**src/rtl/pv_rts_pkg.sv**
```systemverilog
// Shared types and constants for the PV real-time solver blocks.
package pv_rts_pkg;
  localparam int SINGLE  = 32;
  localparam int IPH_LAT = 19;

  localparam logic [SINGLE-1:0] FP_1000 = 32'h447A_0000;
  localparam logic [SINGLE-1:0] FP_25   = 32'h41C8_0000;

  typedef enum logic [1:0] {IDLE, ISSUE, DRAIN, DONE} state_t;
endpackage

```
**src/rtl/iph_result_buf.sv**
```systemverilog
// Result buffer: simple dual-port RAM, one write port, one registered read port.
module iph_result_buf
  import pv_rts_pkg::*;
#(
  parameter int N_CELL = 8,
  parameter int IDX_W  = $clog2(N_CELL)
) (
  input  logic              clk,
  input  logic              rst,
  input  logic              i_wr_en,
  input  logic [IDX_W-1:0]  i_wr_addr,
  input  logic [SINGLE-1:0] i_wr_data,
  input  logic [IDX_W-1:0]  i_rd_addr,
  output logic [SINGLE-1:0] o_rd_data
);
  logic [SINGLE-1:0] r_mem [N_CELL];
  logic [SINGLE-1:0] r_rd_data;

  // Contents are deliberately not reset so the array maps onto block RAM.
  always_ff @(posedge clk) begin
    if (i_wr_en) r_mem[i_wr_addr] <= i_wr_data;
  end

  always_ff @(posedge clk or negedge rst) begin
    if (!rst) r_rd_data <= '0;
    else      r_rd_data <= r_mem[i_rd_addr];
  end

  assign o_rd_data = r_rd_data;
endmodule

```
**src/rtl/iph_array_scheduler.sv**
```systemverilog
// Time-multiplexes one pipelined Iph stage across N_CELL cells per step.
// Optional watchdog on missing results: define IPH_WATCHDOG_EN.
module iph_array_scheduler
  import pv_rts_pkg::*;
#(
  parameter int N_CELL  = 8,
  parameter int IPH_LAT = pv_rts_pkg::IPH_LAT,
  parameter int IDX_W   = $clog2(N_CELL)
) (
  input  logic              clk,
  input  logic              rst,
  input  logic              step_start,
  input  logic              cfg_wr_en,
  input  logic              cfg_sel,
  input  logic [IDX_W-1:0]  cfg_addr,
  input  logic [SINGLE-1:0] cfg_wdata,
  output logic              cfg_ready,
  output logic              iph_sta,
  output logic [SINGLE-1:0] iph_S,
  output logic [SINGLE-1:0] iph_T,
  input  logic              iph_done,
  input  logic [SINGLE-1:0] iph_result,
  input  logic [IDX_W-1:0]  rd_addr,
  output logic [SINGLE-1:0] rd_data,
  output logic              busy,
  output logic              step_done,
  output logic              err
);
  localparam int CNT_W = IDX_W + 1;
  localparam logic [CNT_W-1:0] LAST_IDX = CNT_W'(N_CELL - 1);
  localparam logic [CNT_W-1:0] N_CNT    = CNT_W'(N_CELL);

  logic [SINGLE-1:0] r_s_tab [N_CELL];
  logic [SINGLE-1:0] r_t_tab [N_CELL];

  state_t            r_state;
  logic [CNT_W-1:0]  r_issue_cnt;
  logic [CNT_W-1:0]  r_capture_cnt;
  logic              r_sta;
  logic [SINGLE-1:0] r_S;
  logic [SINGLE-1:0] r_T;
  logic              r_step_done;
  logic              r_err;

  logic              w_busy;
  logic              w_wr_ok;
  logic              w_start_ok;
  logic              w_cap;
  logic              w_err_evt;
  logic [CNT_W-1:0]  w_cap_cnt_next;
  logic [IDX_W-1:0]  w_issue_idx;
  logic [SINGLE-1:0] w_s0;
  logic [SINGLE-1:0] w_t0;

  assign w_busy         = (r_state != IDLE);
  assign w_wr_ok        = cfg_wr_en && !w_busy;
  assign w_start_ok     = step_start && !w_busy;
  assign w_cap          = iph_done && (r_state == ISSUE || r_state == DRAIN) && (r_capture_cnt < N_CNT);
  assign w_cap_cnt_next = r_capture_cnt + CNT_W'(w_cap);
  assign w_err_evt      = (cfg_wr_en && w_busy) || (step_start && w_busy) || (iph_done && !w_cap);
  assign w_issue_idx    = r_issue_cnt[IDX_W-1:0];

  // Cell 0 is issued on the start edge, so a same-cycle write to it is forwarded.
  assign w_s0 = (w_wr_ok && !cfg_sel && cfg_addr == '0) ? cfg_wdata : r_s_tab[0];
  assign w_t0 = (w_wr_ok &&  cfg_sel && cfg_addr == '0) ? cfg_wdata : r_t_tab[0];

  always_ff @(posedge clk) begin
    if (w_wr_ok) begin
      if (cfg_sel) r_t_tab[cfg_addr] <= cfg_wdata;
      else         r_s_tab[cfg_addr] <= cfg_wdata;
    end
  end

`ifdef IPH_WATCHDOG_EN
  localparam int WD_W = $clog2(IPH_LAT + N_CELL + 8) + 1;
  localparam logic [WD_W-1:0] WD_LIMIT = WD_W'(IPH_LAT + N_CELL + 4);
  logic [WD_W-1:0] r_wd_cnt;

  // r_wd_cnt equals the cycle number within the pass (first issue = 1).
  always_ff @(posedge clk or negedge rst) begin
    if (!rst)                                    r_wd_cnt <= '0;
    else if (w_start_ok)                         r_wd_cnt <= WD_W'(1);
    else if (r_state == ISSUE || r_state == DRAIN) r_wd_cnt <= r_wd_cnt + WD_W'(1);
  end
`endif

  always_ff @(posedge clk or negedge rst) begin
    if (!rst) begin
      r_state       <= IDLE;
      r_issue_cnt   <= '0;
      r_capture_cnt <= '0;
      r_sta         <= 1'b0;
      r_S           <= '0;
      r_T           <= '0;
      r_step_done   <= 1'b0;
      r_err         <= 1'b0;
    end else begin
      r_err       <= (w_start_ok ? 1'b0 : r_err) | w_err_evt;
      r_step_done <= 1'b0;
      if (w_cap) r_capture_cnt <= w_cap_cnt_next;
      case (r_state)
        IDLE: begin
          if (w_start_ok) begin
            r_state       <= ISSUE;
            r_sta         <= 1'b1;
            r_S           <= w_s0;
            r_T           <= w_t0;
            r_issue_cnt   <= CNT_W'(1);
            r_capture_cnt <= '0;
          end
        end
        ISSUE: begin
          r_sta       <= 1'b1;
          r_S         <= r_s_tab[w_issue_idx];
          r_T         <= r_t_tab[w_issue_idx];
          r_issue_cnt <= r_issue_cnt + CNT_W'(1);
          if (r_issue_cnt == LAST_IDX) r_state <= DRAIN;
        end
        DRAIN: begin
          r_sta <= 1'b0;
          if (w_cap_cnt_next == N_CNT) begin
            r_state     <= DONE;
            r_step_done <= 1'b1;
          end
`ifdef IPH_WATCHDOG_EN
          else if (r_wd_cnt == WD_LIMIT) begin
            r_state     <= DONE;
            r_step_done <= 1'b1;
            r_err       <= 1'b1;
          end
`endif
        end
        DONE: begin
          r_state <= IDLE;
        end
        default: r_state <= IDLE;
      endcase
    end
  end

  iph_result_buf #(
    .N_CELL (N_CELL),
    .IDX_W  (IDX_W)
  ) u_result_buf (
    .clk       (clk),
    .rst       (rst),
    .i_wr_en   (w_cap),
    .i_wr_addr (r_capture_cnt[IDX_W-1:0]),
    .i_wr_data (iph_result),
    .i_rd_addr (rd_addr),
    .o_rd_data (rd_data)
  );

  assign cfg_ready = !w_busy;
  assign busy      = w_busy;
  assign iph_sta   = r_sta;
  assign iph_S     = r_S;
  assign iph_T     = r_T;
  assign step_done = r_step_done;
  assign err       = r_err;
endmodule
```
**config.mk**
```make
export PLATFORM = sky130hd
export DESIGN_NAME = iph_array_scheduler
export DESIGN_NICKNAME = d
export VERILOG_FILES = /design/src/rtl/pv_rts_pkg.sv /design/src/rtl/iph_result_buf.sv /design/src/rtl/iph_array_scheduler.sv
export SDC_FILE = /design/constraint.sdc
export NUM_CORES = 1
export LEC_CHECK = 0
export BUFFER_PORTS_ARGS = -buffer_cell sky130_fd_sc_hd__buf_2
export CAP_MARGIN = 10
export CORE_UTILIZATION = 32
export DETAILED_ROUTE_END_ITERATION = 16
export PLACE_DENSITY_LB_ADDON = 0.3
export SETUP_SLACK_MARGIN = 0.05
export SYNTH_ARGS = -nofsm -noshare
export SYNTH_HDL_FRONTEND = slang
export SYNTH_SLANG_ARGS = --single-unit
```
**constraint.sdc**
```tcl
create_clock -name clk -period 9.8 [get_ports clk]
set_input_delay 1.47 -clock clk [delete_from_list [all_inputs] [get_ports clk]]
set_output_delay 1.47 -clock clk [all_outputs]
set_load 0.02 [all_outputs]
```
# ---- After elaboration in Yosys (flattened, before gate mapping)
# Memories as Yosys holds them, arrays and structs flattened. A register that Yosys moved wholly into a read port is not among the register bits.
# Cells that the tools add are included.
dict set report totals {
  reg_bits 77
  ram_bits 768
  input_bits 76
  output_inout_bits 101
  wordCells 77
  mem_count 3
}
dict set report classes {
  add_sub_neg 2
  magnitude_cmp 1
  eq_ne 8
  n_mux 28
  n_bitwise 1
  n_reduce_logical 26
}
# memory words width rd rd_clocked_by_memory_dff wr line_no
set memory_table {}
lappend memory_table {r_s_tab 8 32 2 0 1 iph_array_scheduler.sv:33} ;# logic [SINGLE-1:0] r_s_tab [N_CELL];
lappend memory_table {r_t_tab 8 32 2 0 1 iph_array_scheduler.sv:34} ;# logic [SINGLE-1:0] r_t_tab [N_CELL];
lappend memory_table {u_result_buf.r_mem 8 32 1 1 1 iph_result_buf.sv:16} ;# logic [SINGLE-1:0] r_mem [N_CELL];
# cell count
set ops {}
lappend ops {{32-bit 2-to-1 mux} 4}
lappend ops {{32-bit case mux with 2 select lines} 2}
lappend ops {{4-bit 2-to-1 mux} 4}
lappend ops {{1-bit 2-to-1 mux} 12}
lappend ops {{1-bit logical AND} 11}
lappend ops {{2-bit case mux with 4 select lines} 1}
lappend ops {{4-bit case mux with 2 select lines} 1}
lappend ops {{2-bit 2-to-1 mux} 3}
lappend ops {{4-bit by 1-bit adder with 4-bit output} 1}
lappend ops {{4-bit by 1-bit adder with 4-bit output, second input constant} 1}
lappend ops {{2-bit equality test, second input constant} 2}
lappend ops {{4-bit by 3-bit equality test with 1-bit output, second input constant} 1}
lappend ops {{4-bit equality test, second input constant} 1}
lappend ops {{1-bit logical NOT} 4}
lappend ops {{4-bit < comparator, second input constant} 1}
lappend ops {{2-bit by 1-bit != test with 1-bit output, second input constant} 2}
lappend ops {{2-bit AND reduction} 2}
lappend ops {{2-bit nonzero test} 2}
lappend ops {{3-bit logical NOT} 1}
lappend ops {{1-bit logical OR} 3}
lappend ops {{1-bit case mux with 3 select lines} 1}
lappend ops {{3-bit AND reduction} 1}
lappend ops {{3-bit nonzero test} 1}
lappend ops {{2-bit by 1-bit equality test with 1-bit output, second input constant} 1}
lappend ops {{3 further kinds} 3}

# ---- Depth between registers and ports, before layout
dict set report logic_depth {
  ltp_word 8
  ltp_mapped 13
  mapped_depth_nobuf 12
}

# ---- By module
# Synthesis repeated with hierarchy kept, for this count alone.
dict set report hier_totals {
  cells_unflattened 1750
  area_unflattened_um2 34881.0
}
# module n_inst cells_per_inst area_each_um2 seq_area_each_um2
set modules_own_cells {}
lappend modules_own_cells {iph_array_scheduler 1 1335 24254.5 17301.6}
lappend modules_own_cells {iph_result_buf 1 415 10626.4 8488.1}

# ---- Worst setup path after synthesis
# Ideal clock, no wire load.
dict set report synth_path {
  path_kind {input -> register}
  start {input port iph_done}
  end {memory u_result_buf.r_mem[0][0], enable pin}
  setup_time_ns 0.501
  arrival_time_ns 4.999
  required_ns 9.299
  slack_ns 4.300
  path_stages 4
  path_buffers 1
  cell_sequence {nand2_1 > or2_2 > clkbuf_1 > nor4_1}
}
dict set report synth_via {
  elab_chain_len 4
}
# element line_no
set synth_lines {}
lappend synth_lines {{start, declared} iph_array_scheduler.sv:21} ;# input logic iph_done,
lappend synth_lines {{1-bit logical AND (2 in series)} iph_array_scheduler.sv:58} ;# assign w_cap = iph_done && (r_state == ISSUE || r_state == DRAIN) && (r_capture_cnt < N_CNT);
lappend synth_lines {{1-bit 2-to-1 mux} iph_result_buf.sv:21} ;# if (i_wr_en) r_mem[i_wr_addr] <= i_wr_data;
lappend synth_lines {{1-bit 2-to-1 mux (not written as such)} iph_result_buf.sv:21}
lappend synth_lines {{end, declared} iph_result_buf.sv:16}
# Every way passes these cells.

# ---- Worst setup path after layout
dict set report layout_path {
  start {input port cfg_wr_en}
  end {register r_T[31] (netlist: iph_T[31])}
}
dict set report layout_via {
  elab_chain_len 6
}
# element line_no
set layout_lines {}
lappend layout_lines {{start, declared} iph_array_scheduler.sv:13} ;# input logic cfg_wr_en,
lappend layout_lines {{1-bit logical AND} iph_array_scheduler.sv:56} ;# assign w_wr_ok = cfg_wr_en && !w_busy;
lappend layout_lines {{1-bit logical AND (2 in series)} iph_array_scheduler.sv:65} ;# assign w_t0 = (w_wr_ok && cfg_sel && cfg_addr == '0) ? cfg_wdata : r_t_tab[0];
lappend layout_lines {{32-bit 2-to-1 mux} iph_array_scheduler.sv:65}
lappend layout_lines {{32-bit 2-to-1 mux} iph_array_scheduler.sv:103} ;# if (w_start_ok) begin
lappend layout_lines {{32-bit case mux with 2 select lines} iph_array_scheduler.sv:101} ;# case (r_state)
lappend layout_lines {{end signal, assigned} iph_array_scheduler.sv:107} ;# r_T <= w_t0;
lappend layout_lines {{end signal, assigned} iph_array_scheduler.sv:115} ;# r_T <= r_t_tab[w_issue_idx];
lappend layout_lines {{end, declared} iph_array_scheduler.sv:41} ;# logic [SINGLE-1:0] r_T;
# Every way passes these cells. The select of a mux whose other input is x is not followed.
# A chain may end at the register's enable or synchronous reset.

==> flow_metrics.env <==
export IMPL_grt_usage_pct=15.0
export IMPL_area_growth_pct=17.1
export IMPL_fillers=9363
export IMPL_synth_top_family_by_area="multiplexers"
export IMPL_vias=16200
export IMPL_min_period_ns=3.79
export IMPL_cts_root_buf="clkbuf_16"
export IMPL_cp_end_kind="flip-flop"
export IMPL_synth_simple_area_share_pct=1.81
export IMPL_maxCapViolCount=0
export IMPL_worst_setup_path_start_kind="input pin"
export IMPL_yosysMostFrequentCell="edfxtp_1"
export IMPL_ctsHoldBuffers=0
export IMPL_synth_distinct_cells=48
export IMPL_coreArea_um2=103000
export IMPL_p_per_area_nw_per_um2=264
export IMPL_netlist_area_um2=33400
export IMPL_finalSetupTns_ns=0
export IMPL_cts_setup_buffers=0
export IMPL_firstDrtPassIters=5
export IMPL_cp_max_fo=33
export IMPL_synth_compound_area_share_pct=3.24
export IMPL_grt_pass1_wl_um=117000
export IMPL_avgSynthCellArea_um2=21.6
export IMPL_path_class="input pin to flip-flop"
export IMPL_ys_seq_elements=877
export IMPL_insertion_delay_ns=0.66
export IMPL_synth_xor_area_share_pct=0.0524
export IMPL_synth_mux_area_share_pct=16.0
export IMPL_worstPathArrival_ns=4.28
export IMPL_yosysSeqAreaShare_pct=77.1
export IMPL_synth_top_area_share_pct=69.0
export IMPL_worstHoldPathType="flip-flop to flip-flop"
export IMPL_avgRoutedWirePerCell_um=24.4
export IMPL_synthArstFlopShare_pct=12.4
export IMPL_grt_start_max_net_pins=67
export IMPL_row_count=118
export IMPL_cts_sinks=877
export IMPL_synthTopCellsByArea="edfxtp_1 (69%), mux4_2 (13%), dfrtp_1 (8.2%), mux2i_1 (2.0%), o22ai_1 (1.2%)"
export IMPL_relSlewSlack_pct=23.8
export IMPL_port_buffers=176
export IMPL_synthAdderAreaFrac_pct=0.262
export IMPL_yosys_area_top_type="edfxtp_1"
export IMPL_cts_buffers=93
export IMPL_drt_iter0_markers=1473
export IMPL_hold_viol_final=0
export IMPL_dieArea_um2=106000
export IMPL_grt_ovfl_total=0
export IMPL_die_y_um=325
export IMPL_postRouteAntennaNets=0
export IMPL_via_per_inst=5.02
export IMPL_worst_pin_slew_ns=1.14
export IMPL_grt_pass1_vias=17300
export IMPL_cts_max_path_buffers=3
export IMPL_antenna_found_initial=10
export IMPL_fmax_mhz=264
export IMPL_routabilityCongestion=0.720
export IMPL_syn_inst=1549
export IMPL_start_util_pct=32.3
export IMPL_drive_above_1_share_pct=34.0
export IMPL_synth_commonest_cells="edfxtp_1 (768), mux4_2 (192), dfrtp_1 (109), nor2_1 (85), mux2i_1 (66)"
export IMPL_final_nets=1854
export IMPL_ioPinCount=177
export IMPL_synth_ff_type="edfxtp_1"
export IMPL_cts_tree="yes"
export IMPL_yosys_warnings=0
export IMPL_crit_required_ns=10.29
export IMPL_power_total_mw=10.3
export IMPL_ir_drop_v=0.000223
export IMPL_clk_pin_slew_ns=0.06
export IMPL_status="completed"
export IMPL_synthesis_nets=1632
export IMPL_dp_hpwl_um=41200
export IMPL_postCtsResizedCells=0
export IMPL_leakagePower_nw=12.8
export IMPL_die_w_um=325
export IMPL_final_setup_viol_count=0
export IMPL_drc=0
export IMPL_cts_htree_levels=3
export IMPL_rsz0062_at_grt="false"
export IMPL_totalWireLength_um=79000
export IMPL_min_period_over_period_pct=38.7
export IMPL_synth_edf_count=768
export IMPL_skew_ns=0.0338
export IMPL_drv_slew=0
## registers in the layout, summed over array words and instances, names as in the netlist, 2 cells and up
signal / count
u_result_buf.r_mem: 256
r_s_tab: 256
r_issue_cnt: 4
r_state: 2
iph_T: 32
iph_S: 32
r_capture_cnt: 4
r_t_tab: 256
u_result_buf.o_rd_data: 32
## worst max-delay path, stage by stage
cell and delay [ns]:
buf_2 0.14, nand4b_1 0.50, or3_4 0.76, clkinv_2 0.86, mux2i_1 0.42, a211oi_2 0.10
## layer usage
metal | GRT usage, % | part of all wire (%) | vias to the layer above
met5 | 0 | 0.082 | -
met2 | 24.3 | 48 | 426
li1 | - | - | 6914
met1 | 20.3 | 43 | 8761
met4 | 3.56 | 1.9 | 12
met3 | 3.77 | 6.5 | 121
## power by group
group	internal [mW]	switching (mW)	leakage, nW	total (mW)
Combinational	0.914	1.26	3.16	2.17
Sequential	4.39	0.246	8.16	4.63
Clock	2.06	1.46	1.51	3.52
Total	7.36	2.97	12.8	10.3
## layout make-up
cell class	count	area (µm²)	area share [%]
diodes	1	2.50	0.00639
clock buffers	128	2570	6.56
clock inverters	48	542	1.38
inverters	8	31.3	0.0799
multi-input cells	578	7330	18.7
flip-flops and latches	877	25800	65.9
well taps	1380	1730	4.41
repair buffers	213	1170	2.98
## stage by stage
| stage | utilization [%] | worst slack (ns) | area (µm²) | instances | hold slack [ns] |
|---|---|---|---|---|---|
| 2_1_floorplan | - | 4.30 | 33400 | 1549 | 0.500 |
| 3_3_place_gp | 34.8 | 5.39 | 36100 | 3056 | 0.483 |
| 3_5_place_dp | 34.8 | 5.35 | 36100 | 3056 | 0.482 |
| 4_1_cts | 37.8 | 6.05 | 39200 | 3232 | 0.508 |
| 5_1_grt | 37.8 | 5.86 | 39200 | 3232 | 0.552 |
| 6_report | 37.8 | 6.01 | 39200 | 3233 | 0.501 |
## cells by family (layout without fill, tap and decap cells)
kind of cell | Yosys count | in the layout
buffers and inverters | 94 | 397
muxes | 291 | 291
AOI/OAI and AO/OA | 146 | 146
xor gates and xnor gates | 2 | 2
DFF | 877 | 877
other | 0 | 1
adders and majority gates | 7 | 7
and+or+nand+nor | 132 | 132
## path summary, 6_finish.rpt
| kind | startpoint | endpoint | slack, ns | cells after the start |
|---|---|---|---|---|
| hold reg to reg | iph_sta$_DFFE_PN0P_ | iph_sta$_DFFE_PN0P_ | 0.50 | 2 |
| min in group asynchronous | rst | u_result_buf.o_rd_data[27]$_DFF_PN0_ | 0.71 | 1 |
| max in group asynchronous | rst | iph_T[13]$_DFFE_PN0P_ | 7.27 | 3 |
| setup reg to reg | r_state[0]$_DFFE_PN0P_ | iph_T[31]$_DFFE_PN0P_ | 6.23 | 7 |
| hold / removal | iph_sta$_DFFE_PN0P_ | iph_sta$_DFFE_PN0P_ | 0.50 | 2 |
| setup / recovery | cfg_wr_en | iph_T[31]$_DFFE_PN0P_ | 6.01 | 6 |
## cell usage in the layout, fill, tap and decap left out, drive strengths merged, types with 4 or more instances in the layout
master and instances:
edfxtp 768, buf 213, mux4 192, clkbuf 128, dfrtp 109, nor2 87
mux2i 66, o22ai 65, a211oi 64, clkinv 34, mux2 33, nand2 14
inv 11, bufinv 8, nor3 8, ha 7, o21ai 6, nand2b 4
nand3 4
(Power assumes the default switching activity.)
